[src/rtl/solver_loader_if.sv]
// Host stream, solver write/start port and result port of solver_loader,
// bundled so the loader and its host/solver side connect through one port.
interface solver_loader_if #(
  parameter int LIMB_INDEX_BITS = 6,
  parameter int LIMB_SIZE_BITS  = 8,
  parameter int ITER_BITS       = 16
);

  // host job stream
  logic [LIMB_INDEX_BITS-1:0] cfg_num_limbs;
  logic [ITER_BITS-1:0]       cfg_iter_lim;
  logic                       in_valid;
  logic                       in_ready;
  logic [LIMB_SIZE_BITS-1:0]  in_re;
  logic [LIMB_SIZE_BITS-1:0]  in_im;

  // solver load port
  logic                       wr_real_en;
  logic                       wr_imag_en;
  logic [LIMB_INDEX_BITS-1:0] wr_index;
  logic [LIMB_SIZE_BITS-1:0]  real_data;
  logic [LIMB_SIZE_BITS-1:0]  imag_data;
  logic                       wr_num_limbs_en;
  logic                       wr_iter_lim_en;
  logic [LIMB_INDEX_BITS-1:0] num_limbs_data;
  logic [ITER_BITS-1:0]       iter_lim_data;

  // solver control and completion
  logic                       start;
  logic                       out_ready;
  logic [ITER_BITS-1:0]       iterations;

  // result port and status
  logic                       res_valid;
  logic                       res_ready;
  logic [ITER_BITS-1:0]       res_iterations;
  logic                       busy;

  // the loader's own view
  modport slave (
    input  cfg_num_limbs, cfg_iter_lim, in_valid, in_re, in_im,
    input  out_ready, iterations, res_ready,
    output in_ready,
    output wr_real_en, wr_imag_en, wr_index, real_data, imag_data,
    output wr_num_limbs_en, wr_iter_lim_en, num_limbs_data, iter_lim_data,
    output start, res_valid, res_iterations, busy
  );

  // the host/solver side that drives the loader
  modport master (
    output cfg_num_limbs, cfg_iter_lim, in_valid, in_re, in_im,
    output out_ready, iterations, res_ready,
    input  in_ready,
    input  wr_real_en, wr_imag_en, wr_index, real_data, imag_data,
    input  wr_num_limbs_en, wr_iter_lim_en, num_limbs_data, iter_lim_data,
    input  start, res_valid, res_iterations, busy
  );

endinterface

[src/rtl/solver_loader.sv]
// solver_loader: takes one job (limb pairs plus limb count and iteration
// limit) from a host stream, writes it into the solver, starts the solver,
// waits for a fresh rising edge of its done flag and hands the iteration
// count back on a valid/ready result port. All outputs are registered.
module solver_loader #(
  parameter int LIMB_INDEX_BITS = 6,
  parameter int LIMB_SIZE_BITS  = 8,
  parameter int ITER_BITS       = 16
) (
  input logic          clock,
  input logic          reset,
  solver_loader_if.slave bus
);

  typedef enum logic [2:0] {
    IDLE,
    LOAD,
    START,
    RUN,
    RESULT
  } state_t;

  state_t                     state;
  logic [LIMB_INDEX_BITS-1:0] num_limbs;
  logic [LIMB_INDEX_BITS-1:0] idx;
  logic                       prev;
  logic                       accept;
  logic                       done;

  // a limb is taken whenever the host offers one while we advertise ready
  assign accept = bus.in_valid & bus.in_ready;

  // only a fresh rising edge of the solver's done flag completes a job, so a
  // level left high by the previous job cannot end this one early
  assign done = bus.out_ready & ~prev;

  // single job sequencer: load limbs, launch, wait for done, return result
  always_ff @(posedge clock or negedge reset) begin
    if (!reset) begin
      state              <= IDLE;
      num_limbs          <= '0;
      idx                <= '0;
      prev               <= 1'b1;
      bus.in_ready       <= 1'b0;
      bus.wr_real_en     <= 1'b0;
      bus.wr_imag_en     <= 1'b0;
      bus.wr_index       <= '0;
      bus.real_data      <= '0;
      bus.imag_data      <= '0;
      bus.wr_num_limbs_en <= 1'b0;
      bus.wr_iter_lim_en <= 1'b0;
      bus.num_limbs_data <= '0;
      bus.iter_lim_data  <= '0;
      bus.start          <= 1'b0;
      bus.res_valid      <= 1'b0;
      bus.res_iterations <= '0;
      bus.busy           <= 1'b0;
    end else begin
      // write strobes are single-cycle pulses unless re-armed below
      bus.wr_real_en      <= 1'b0;
      bus.wr_imag_en      <= 1'b0;
      bus.wr_num_limbs_en <= 1'b0;
      bus.wr_iter_lim_en  <= 1'b0;

      case (state)
        IDLE: begin
          // a zero limb count is not a job, so do not offer to take one
          bus.in_ready <= (bus.cfg_num_limbs != '0);
          if (accept) begin
            num_limbs           <= bus.cfg_num_limbs;
            bus.wr_real_en      <= 1'b1;
            bus.wr_imag_en      <= 1'b1;
            bus.wr_index        <= '0;
            bus.real_data       <= bus.in_re;
            bus.imag_data       <= bus.in_im;
            bus.wr_num_limbs_en <= 1'b1;
            bus.wr_iter_lim_en  <= 1'b1;
            bus.num_limbs_data  <= bus.cfg_num_limbs;
            bus.iter_lim_data   <= bus.cfg_iter_lim;
            bus.busy            <= 1'b1;
            // a count that dropped to zero on the accept cycle is handled
            // like a single limb so the index can never run away
            if (bus.cfg_num_limbs <= LIMB_INDEX_BITS'(1)) begin
              state        <= START;
              bus.in_ready <= 1'b0;
            end else begin
              state        <= LOAD;
              idx          <= LIMB_INDEX_BITS'(1);
              bus.in_ready <= 1'b1;
            end
          end
        end

        LOAD: begin
          if (accept) begin
            bus.wr_real_en <= 1'b1;
            bus.wr_imag_en <= 1'b1;
            bus.wr_index   <= idx;
            bus.real_data  <= bus.in_re;
            bus.imag_data  <= bus.in_im;
            if (idx == num_limbs - LIMB_INDEX_BITS'(1)) begin
              state        <= START;
              bus.in_ready <= 1'b0;
            end else begin
              idx <= idx + LIMB_INDEX_BITS'(1);
            end
          end
        end

        START: begin
          // gap cycle after the last write; arm the edge detector so the
          // first RUN cycle never sees a rising edge
          state <= RUN;
          prev  <= 1'b1;
        end

        RUN: begin
          bus.start <= 1'b1;
          prev      <= bus.out_ready;
          if (done) begin
            bus.res_iterations <= bus.iterations;
            bus.start          <= 1'b0;
            bus.res_valid      <= 1'b1;
            state              <= RESULT;
          end
        end

        RESULT: begin
          // ready for the next job on the very edge the result is taken
          if (bus.res_ready) begin
            bus.res_valid <= 1'b0;
            bus.busy      <= 1'b0;
            bus.in_ready  <= (bus.cfg_num_limbs != '0);
            state         <= IDLE;
          end
        end

        default: begin
          state        <= IDLE;
          bus.in_ready <= 1'b0;
          bus.start    <= 1'b0;
          bus.res_valid <= 1'b0;
          bus.busy     <= 1'b0;
        end
      endcase
    end
  end

endmodule

[src/flat_wrapper.sv]
// flat-port wrapper written by rule: the top's interface ports become plain ports
module solver_loader_flat 
#(
  parameter int LIMB_INDEX_BITS = 6,
  parameter int LIMB_SIZE_BITS  = 8,
  parameter int ITER_BITS       = 16
)
  (clock, reset, bus_cfg_num_limbs, bus_cfg_iter_lim, bus_in_valid, bus_in_re, bus_in_im, bus_out_ready, bus_iterations, bus_res_ready, bus_in_ready, bus_wr_real_en, bus_wr_imag_en, bus_wr_index, bus_real_data, bus_imag_data, bus_wr_num_limbs_en, bus_wr_iter_lim_en, bus_num_limbs_data, bus_iter_lim_data, bus_start, bus_res_valid, bus_res_iterations, bus_busy);
  solver_loader_if #(.LIMB_INDEX_BITS(LIMB_INDEX_BITS), .LIMB_SIZE_BITS(LIMB_SIZE_BITS), .ITER_BITS(ITER_BITS)) bus_i ();
  input logic clock;
  input logic reset;
  input wire logic [$bits(bus_i.cfg_num_limbs)-1:0] bus_cfg_num_limbs;
  input wire logic [$bits(bus_i.cfg_iter_lim)-1:0] bus_cfg_iter_lim;
  input wire logic [$bits(bus_i.in_valid)-1:0] bus_in_valid;
  input wire logic [$bits(bus_i.in_re)-1:0] bus_in_re;
  input wire logic [$bits(bus_i.in_im)-1:0] bus_in_im;
  input wire logic [$bits(bus_i.out_ready)-1:0] bus_out_ready;
  input wire logic [$bits(bus_i.iterations)-1:0] bus_iterations;
  input wire logic [$bits(bus_i.res_ready)-1:0] bus_res_ready;
  output wire logic [$bits(bus_i.in_ready)-1:0] bus_in_ready;
  output wire logic [$bits(bus_i.wr_real_en)-1:0] bus_wr_real_en;
  output wire logic [$bits(bus_i.wr_imag_en)-1:0] bus_wr_imag_en;
  output wire logic [$bits(bus_i.wr_index)-1:0] bus_wr_index;
  output wire logic [$bits(bus_i.real_data)-1:0] bus_real_data;
  output wire logic [$bits(bus_i.imag_data)-1:0] bus_imag_data;
  output wire logic [$bits(bus_i.wr_num_limbs_en)-1:0] bus_wr_num_limbs_en;
  output wire logic [$bits(bus_i.wr_iter_lim_en)-1:0] bus_wr_iter_lim_en;
  output wire logic [$bits(bus_i.num_limbs_data)-1:0] bus_num_limbs_data;
  output wire logic [$bits(bus_i.iter_lim_data)-1:0] bus_iter_lim_data;
  output wire logic [$bits(bus_i.start)-1:0] bus_start;
  output wire logic [$bits(bus_i.res_valid)-1:0] bus_res_valid;
  output wire logic [$bits(bus_i.res_iterations)-1:0] bus_res_iterations;
  output wire logic [$bits(bus_i.busy)-1:0] bus_busy;
  assign bus_i.cfg_num_limbs = bus_cfg_num_limbs;
  assign bus_i.cfg_iter_lim = bus_cfg_iter_lim;
  assign bus_i.in_valid = bus_in_valid;
  assign bus_i.in_re = bus_in_re;
  assign bus_i.in_im = bus_in_im;
  assign bus_i.out_ready = bus_out_ready;
  assign bus_i.iterations = bus_iterations;
  assign bus_i.res_ready = bus_res_ready;
  assign bus_in_ready = bus_i.in_ready;
  assign bus_wr_real_en = bus_i.wr_real_en;
  assign bus_wr_imag_en = bus_i.wr_imag_en;
  assign bus_wr_index = bus_i.wr_index;
  assign bus_real_data = bus_i.real_data;
  assign bus_imag_data = bus_i.imag_data;
  assign bus_wr_num_limbs_en = bus_i.wr_num_limbs_en;
  assign bus_wr_iter_lim_en = bus_i.wr_iter_lim_en;
  assign bus_num_limbs_data = bus_i.num_limbs_data;
  assign bus_iter_lim_data = bus_i.iter_lim_data;
  assign bus_start = bus_i.start;
  assign bus_res_valid = bus_i.res_valid;
  assign bus_res_iterations = bus_i.res_iterations;
  assign bus_busy = bus_i.busy;
  solver_loader #(.LIMB_INDEX_BITS(LIMB_INDEX_BITS), .LIMB_SIZE_BITS(LIMB_SIZE_BITS), .ITER_BITS(ITER_BITS)) u_core (.clock(clock), .reset(reset), .bus(bus_i));
endmodule
[config.mk]
export PLATFORM = sky130hd
export DESIGN_NAME = solver_loader_flat
export DESIGN_NICKNAME = d
export VERILOG_FILES = /design/src/rtl/solver_loader_if.sv /design/src/rtl/solver_loader.sv /design/src/flat_wrapper.sv
export SDC_FILE = /design/constraint.sdc
export NUM_CORES = 1
export LEC_CHECK = 0
export ABC_AREA = 1
export BUFFER_PORTS_ARGS = -buffer_cell sky130_fd_sc_hd__buf_4
export CAP_MARGIN = 20
export CORE_MARGIN = 2
export CORE_UTILIZATION = 25
export CTS_BUF_LIST = sky130_fd_sc_hd__clkbuf_4
export DETAILED_ROUTE_END_ITERATION = 10
export HOLD_SLACK_MARGIN = 0.02
export PLACE_DENSITY_LB_ADDON = 0.25
export SETUP_SLACK_MARGIN = 0.4
export SYNTH_ARGS = -nofsm -noshare
export SYNTH_HDL_FRONTEND = slang
export SYNTH_SLANG_ARGS = --single-unit
[constraint.sdc]
create_clock -name clock -period 1.5 [get_ports clock]
set_input_delay 0.375 -clock clock [delete_from_list [all_inputs] [get_ports clock]]
set_output_delay 0.375 -clock clock [all_outputs]
set_load 0.01 [all_outputs]
==> results of run 1 <==
[flip-flops by register name, indices dropped and copies added, names as in the netlist, 3 cells and up]
register and flops:
u_core.state 3, u_core.bus.wr_index 6, u_core.bus.imag_data 8, u_core.bus.iter_lim_data 16, u_core.bus.real_data 8, u_core.num_limbs 6, u_core.bus.res_iterations 16, u_core.idx 6
[worst max-delay path by stage]
| stage | from | endpoint | cells past startpoint |
|---|---|---|---|
| floorplan | u_core.state[0]$_DFFE_PN0P_ | u_core.bus.res_iterations[10]$_DFFE_PN0P_ | 8 |
| global placement | u_core.state[1]$_DFFE_PN0P_ | u_core.bus.res_iterations[1]$_DFFE_PN0P_ | 7 |
| detailed placement | u_core.state[1]$_DFFE_PN0P_ | u_core.bus.res_iterations[2]$_DFFE_PN0P_ | 7 |
| CTS | u_core.state[0]$_DFFE_PN0P_ | u_core.bus.res_iterations[8]$_DFFE_PN0P_ | 7 |
| global route | u_core.num_limbs[1]$_DFFE_PN0P_ | u_core.state[0]$_DFFE_PN0P_ | 13 |
| finish | u_core.state[1]$_DFFE_PN0P_ | u_core.bus.res_iterations[10]$_DFFE_PN0P_ | 7 |
[placed cells by master (no fill, tap or decap), types with 4 or more instances in the layout]
cell type / instances
clkbuf_4: 10
mux2_4: 16
buf_4: 107
inv_2: 6
inv_1: 23
o21ai_2: 9
o21ai_1: 10
buf_8: 4
dfrtp_1: 74
nand2_1: 120
nand2_4: 15
buf_6: 77
o21ai_0: 4
nor2_1: 15
nor2_2: 5
nand2_2: 28
buf_12: 9
nand3_1: 10
nor2_4: 5
[critical path, delay by kind of cell, from the launching register on]
kind | cells | cell delay [ps]
multiplexers | 1 | 300
buffers and inverters | 1 | 80
AND/OR/NAND/NOR | 5 | 720
flip-flops | 1 | 440
[timing repair]
item | in CTS | in global routing
resized for setup | 139 | 64
buffers inserted | 24 | 11
endpoints found under the hold margin | 25 | 0
pin swaps | 20 | 18
gates cloned | 6 | 3
hold buffers | 1 | 0
setup endpoints to repair | 143 | 144
[logic make-up after synthesis]
logic type                 Yosys count
DFF                                 76
muxes                               16
and+or+nand+nor                    209
xor gates and xnor gates             4
adders and majority gates            2
buffers and inverters               45
AOI/OAI and AO/OA                   27
[per-layer routing]
layer / global-route usage, % / vias up
met1: 17.1 / 1500
li1: - / 1599
met3: 4.20 / 14
met4: 5.81 / 0
met5: 0 / -
met2: 22.7 / 84
[per-stage QoR]
stage | setup slack [ps] | utilization [%]
6_report | -142 | 46.3
5_1_grt | -241 | 46.3
4_1_cts | -93.3 | 43.6
3_5_place_dp | -189 | 36.2
3_3_place_gp | -149 | 36.2
2_1_floorplan | -120 | -
[power breakdown]
group          internal, W  switching, W  leakage (nW)
registers          0.00300      0.000763         0.939
clock network     0.000694      0.000769        0.0842
logic              0.00431       0.00316          2.20
total              0.00800       0.00469          3.23
[final cells by class]
class / instances / area [um2] / area share, %
repair buffers: 204 / 2080 / 33.9
flip-flops and latches: 76 / 1900 / 31.0
multi-input cells: 261 / 1620 / 26.4
well taps: 176 / 220 / 3.59
inverters: 33 / 146 / 2.39
clock inverters: 6 / 88.8 / 1.45
clock buffers: 10 / 75.1 / 1.22
==> results by group, run 1 <==
STA
  • Fin crit share: 109%
  • Final Hold Violating Endpoints: 0
  • Measured slew at the worst slew-check pin: roughly 410 ps
  • Slew HR: 72.6%
  • Clock skew: between 15 and 20 ps
  • Worst setup margin: -142 ps
  • Hold slack: ~110 ps
  • RSZ-0062 raised after global routing: yes
  • Slew Viols, Final: 0
  • Setup TNS: -4070 ps
  • Peak Freq: 609 MHz
  • Post-layout minimum cycle time: ~1600 ps
  • Final setup violating endpoints: 62

Worst hold path
  • Worst hold path type: primary input to flop
  • Hold Path Stages: 3
  • Hold wc startpoint: bus_in_im[3]
  • Hold Path End: u_core.bus.imag_data[3]$_DFFE_PN0P_

Clock network
  • Clock-pin slew of the registers on the worst-case setup and hold paths: 140 ps
  • Clock sinks: 76
  • CTS tree: done
  • Root buf cell: clkbuf_4
  • Clock Path Buffers: 2
  • Worst-Skew Late Latency: around 450 ps
  • H-tree depth: 3
  • Num CTS Buffers: 9

Run status
  • Run status: finished, violations left
  • Failing checks: setup timing

Die
  • Chip width: between 100 and 150 um
  • Die Y: approximately 120 um
  • FP Rows: 42
  • I/O pin count: approximately 130
  • Starting Density: 25.5%
  • Core ar.: approximately 13000 um2
  • Die area: approximately 14000 um2

Place
  • DP HPWL: 6450 um
  • Post-placement cell area: around 4800 um2
  • Placed insts: around 710
  • IO Port Bufs: roughly 130
  • Gpl congestion: around 0.84

Worst setup path
  • CP max stage cell: dfrtp_1
  • Worst EP required: between 1500 and 2000 ps
  • Reg2Reg Setup Slack: -140 ps
  • Crit start category: flop
  • Worst setup EP type: flop
  • R2r worst-path depth: 7
  • R2R Path Start: u_core.state[1]$_DFFE_PN0P_
  • Kind of critical path: flop to flop
  • CP max FO: 8
  • CP Cell Sequence: nor2_2, nand2_1, or2_1, nand2_2, inv_6, nand2_8, mux2_4
  • R2R Path End: u_core.bus.res_iterations[10]$_DFFE_PN0P_
  • Critical Path AT: between 1500 and 2000 ps
  • Max stage delay on crit path: roughly 440 ps

Synth
  • Most numerous cell in the Yosys netlist: nand2_1
  • Syn Inst Count: 379
  • Compound-cell area share of the yosys netlist: ~4.1%
  • Asr flop ratio synth: 100%
  • Share of the synthesized area in the top cell type: approximately 56%
  • Largest family of logic cells by synthesized area: simple AND/OR/NAND/NOR gates
  • Synth warn: 0
  • Post-synth top flop: dfrtp_1
  • Synth cell count leaders: nand2_1 (161), dfrtp_1 (75), inv_1 (30)
  • Post-synth EDFFs: 0
  • Synth Area in XOR/XNOR: under 10%
  • Post-synthesis sequential area ratio: between 50% and 60%
  • Count of state elements after synthesis: between 70 and 80
  • Syn Area/Cell: slightly below 9 um2
  • Synth area leader: dfrtp_1
  • Largest cells by area after synthesis: dfrtp_1 (56%), nand2_1 (18%), mux2_4 (3.6%)
  • Post-Synth Adder-Cell Area: 0.740%
  • Mux contribution to synthesized area: under 10%
  • Netlist Area Pre-Place: 3380 um2
  • Distinct cells, synth: 29
  • Syn nets: 440
  • Simple logic cell fraction of the synthesized area: 25.1%

Power and ir drop
  • Leakage dissipation: about 3.2 nW
  • Power, Total: roughly 0.013 W
  • Power density cells: around 2100 nW/um2
  • Max VDD drop: a little under 800 uV

GRT
  • First-pass GRT wire length: around 16000 um
  • Initial antenna violation count: 0
  • Total gr overflow: 0
  • Pin count of the biggest net entering global routing: 30
  • Vias in the first global route: 3356
  • Overall Global Routing Usage: 13.9%

Finish
  • Design area: ~6100 um2
  • Fraction of layout cells with a size suffix above 1: 53.7%
  • Nets: ~650
  • Area growth from synthesis to layout: 81.4%
  • Non-filler cells, final: between 700 and 800
  • Fillcell total: between 1k and 1.5k
  • Antenna Cells: 0

Routing
  • Starting DRC count in detailed routing: between 80 and 90
  • DR top layer: met4
  • Detail Route Antenna Nets: 0
  • DRT Pass-1 Iters: 4
  • Vias: approximately 3.2k
  • Routed wl met2: approximately 5000 um
  • DR DRC count: 0
  • DR WL/cell: between 10 and 15 um
  • Overall routed net length: 9750 um
  • Metal-1 WL: a little over 4000 um
  • Met3 Wirelength: between 500 and 600 um
  • Vias per Instance: 4.17

Run
  • MaxCap Viol Count: 0
Power figures use the tool's default switching activity.
==> inputs of run 2 (changes only) <==
--- a/config.mk
+++ b/config.mk
@@ -9,12 +9,13 @@
 export BUFFER_PORTS_ARGS = -buffer_cell sky130_fd_sc_hd__buf_4
 export CAP_MARGIN = 20
 export CORE_MARGIN = 2
-export CORE_UTILIZATION = 25
+export CORE_UTILIZATION = 35
 export CTS_BUF_LIST = sky130_fd_sc_hd__clkbuf_4
 export DETAILED_ROUTE_END_ITERATION = 10
 export HOLD_SLACK_MARGIN = 0.02
 export PLACE_DENSITY_LB_ADDON = 0.25
 export SETUP_SLACK_MARGIN = 0.4
+export SKIP_CTS_REPAIR_TIMING = 1
 export SYNTH_ARGS = -nofsm -noshare
 export SYNTH_HDL_FRONTEND = slang
 export SYNTH_SLANG_ARGS = --single-unit
==> run 2 against run 1 <==
  * The run still ends with setup timing left
  * Flip-flop and latch count is the same
  * Total power down 1.4%
  * Critical path depth decreased by 1
  * Worst setup slack got worse by 5.1 ps
  * Critical path type unchanged
  * Critical endpoint is now u_core.idx[0]$_DFFE_PN0P_
==> results by group, run 2 (synthesized netlist as in run 1, its figures left out) <==
Power and ir drop
  • Internal power: 0.00778 W (-2.8%)
  • Psw: 0.00473 W (+0.84%)
  • Max VDD drop: 871 uV (+10%)
  • Power, Total: 0.0125 W (-1.4%)
  • Power density cells: 2110 nW/um2 (+1.8%)
  • Sequential Power Share: 30.3% (+0.7 points)
  • Leakage dissipation: 3.13 nW (-3.1%)
  • Combinational power share: 58.1% (-0.7 points)
  • Switching fraction of total power: 37.8% (+0.85 points)
  • Power share of the clock group: 11.6% (about the same)

Finish
  • Antenna Cells: 0 (unchanged)
  • Most common cell after layout, fill and taps aside: buf_4
  • Most frequent cells in the layout: buf_4 (105), nand2_1 (99), dfrtp_1 (75), buf_6 (73), nand2_2 (45)
  • Nets: 637 (-1.4%)
  • Non-filler cells, final: 709 (-7.4%)
  • Fillcell total: 782 (-40%)
  • Design area: 5940 um2 (-3.2%)
  • Area growth from synthesis to layout: 75.7%
  • Fraction of layout cells with a size suffix above 1: 55.3% (+1.6 points)
  • Largest registers: u_core.bus.iter_lim_data: 16 flops, u_core.bus.res_iterations: 16 flops

Worst setup path
  • CP max FO: 6 (-2)
  • R2R Path End: u_core.idx[0]$_DFFE_PN0P_
  • Worst EP required: 1850 ps (about the same)
  • R2R Path Start: u_core.state[2]$_DFFE_PN0P_
  • Critical Path AT: 2000 ps (+20 ps)
  • Reg2Reg Setup Slack: -150 ps (about the same)
  • Kind of critical path: flop to flop
  • Worst setup EP type: flop
  • R2r worst-path depth: 6 (-1)
  • Crit start category: flop
  • Destination of the critical timing path: u_core.idx[0]$_DFFE_PN0P_
  • Beginning of the critical path: u_core.state[2]$_DFFE_PN0P_

Die
  • I/O pin count: 127 (unchanged)
  • FP Rows: 35 (-17%)
  • Die area: 10500 um2 (-28%)
  • Core ar.: 9330 um2 (-30%)
  • Die Y: 102 um (-15%)
  • Starting Density: 36.2% (+11 points)
  • Chip width: 102 um (-15%)

GRT
  • Initial antenna violation count: 0 (unchanged)
  • Vias in the first global route: 2939 (-12%)
  • Pin count of the biggest net entering global routing: 77 (+160%)
  • First-pass GRT wire length: 12700 um (-20%)
  • Overall Global Routing Usage: 15.4% (+1.5 points)
  • Total gr overflow: 0 (unchanged)

STA
  • RSZ-0062 raised after global routing: yes
  • Slew HR: 72.9% (+0.37 points)
  • Measured slew at the worst slew-check pin: 406 ps (-5.48 ps)
  • Hold slack: 138 ps (+24.0 ps)
  • Fin crit share: 110% (+0.34 points)
  • Clock skew: 17.1 ps (+1.19 ps)
  • Final setup violating endpoints: 43 (-31%)
  • Slew Viols, Final: 0 (unchanged)
  • Worst setup margin: -148 ps (-5.15 ps)
  • Peak Freq: 607 MHz (-0.31%)
  • Final Hold Violating Endpoints: 0 (unchanged)
  • Post-layout minimum cycle time: 1650 ps (+5.14 ps)

Routing
  • Vias: 3223 (+0.81%)
  • Vias per Instance: 4.55 (+8.9%)
  • Overall routed net length: 9780 um (+0.29%)
  • DRT Pass-1 Iters: 4 (unchanged)
  • DR WL/cell: 13.8 um (+8.3%)
  • Starting DRC count in detailed routing: 95 (+13%)
  • Detail Route Antenna Nets: 0 (unchanged)
  • DR DRC count: 0 (unchanged)

Clock network
  • Worst-Skew Late Latency: 420 ps (-30 ps)
  • CTS tree: done
  • Clock Path Buffers: 2 (unchanged)
  • Num CTS Buffers: 9 (unchanged)
  • Clock sinks: 76 (unchanged)
  • Clock-pin slew of the registers on the worst-case setup and hold paths: 140 ps (about the same)
  • Root buf cell: clkbuf_4
  • H-tree depth: 3 (unchanged)

Run status
  • Failing checks: setup timing
  • Run status: finished, violations left

Place
  • Post-placement cell area: 4630 um2 (-3.2%)
  • Placed insts: 647 (-8.2%)
  • IO Port Bufs: 126 (unchanged)
  • Gpl congestion: 0.821 (-2.7%)
  • DP HPWL: 5710 um (-11%)

Worst hold path
  • Worst hold path type: primary input to flop

Run
  • MaxCap Viol Count: 0 (unchanged)
==> run 2: worst min-delay path by stage <==
| stage | start | endpoint | cells after the start |
|---|---|---|---|
| after floorplan | reset | u_core.bus.busy$_DFFE_PN0P_ | 0 |
| final | bus_cfg_iter_lim[3] | u_core.bus.iter_lim_data[3]$_DFFE_PN0P_ | 3 |
| after global placement | reset | u_core.bus.wr_index[0]$_DFFE_PN0P_ | 2 |
| after CTS | reset | u_core.num_limbs[4]$_DFFE_PN0P_ | 2 |
| after detailed placement | reset | u_core.bus.wr_index[0]$_DFFE_PN0P_ | 2 |
| after global routing | bus_cfg_iter_lim[15] | u_core.bus.iter_lim_data[15]$_DFFE_PN0P_ | 3 |
==> run 2: worst max-delay path: stages (launching register included) <==
cell     delay (ps)
dfrtp_1         440
or2_4           280
nor2_4          130
inv_2            70
nor2_1          320
nand2_2         170
a21oi_1         180
==> run 2: final cells by class <==
class | instances | area [um2] | area share, %
multi-input combinational | 261 | 1640 | 27.6
tap | 129 | 161 | 2.72
inverter | 33 | 136 | 2.30
timing repair buffer | 193 | 1920 | 32.3
timing repair inverter | 2 | 16.3 | 0.274
sequential | 76 | 1900 | 32.0
clock buffer | 10 | 75.1 | 1.26
clock inverter | 5 | 86.3 | 1.45
==> run 2: per-stage QoR <==
| step | worst slack (ps) | utilization [%] | setup TNS (ps) |
|---|---|---|---|
| after floorplan | -120 | - | -1830 |
| after global placement | -145 | 49.7 | -2780 |
| after detailed placement | -196 | 49.7 | -3790 |
| after CTS | -210 | 51.4 | -4290 |
| after global routing | -272 | 63.7 | -8100 |
| final | -148 | 63.7 | -4110 |
==> run 2: power by group through the flow <==
stage	registers [W]	logic (W)	clock network, W
floorplan	0.00396	0.00233	0
global placement	0.00360	0.00483	0
detailed placement	0.00362	0.00493	0
CTS	0.00359	0.00494	0.00149
global route	0.00389	0.00788	0.00158
finish	0.00380	0.00727	0.00145
==> run 2: per-layer routing <==
metal  track usage, %  up-vias  wire [um]
li1                 -     1582          -
met3             4.17       15        573
met2             25.6       99       4840
met4             7.18        0        173
met5                0        -          0
met1             18.6     1527       4190
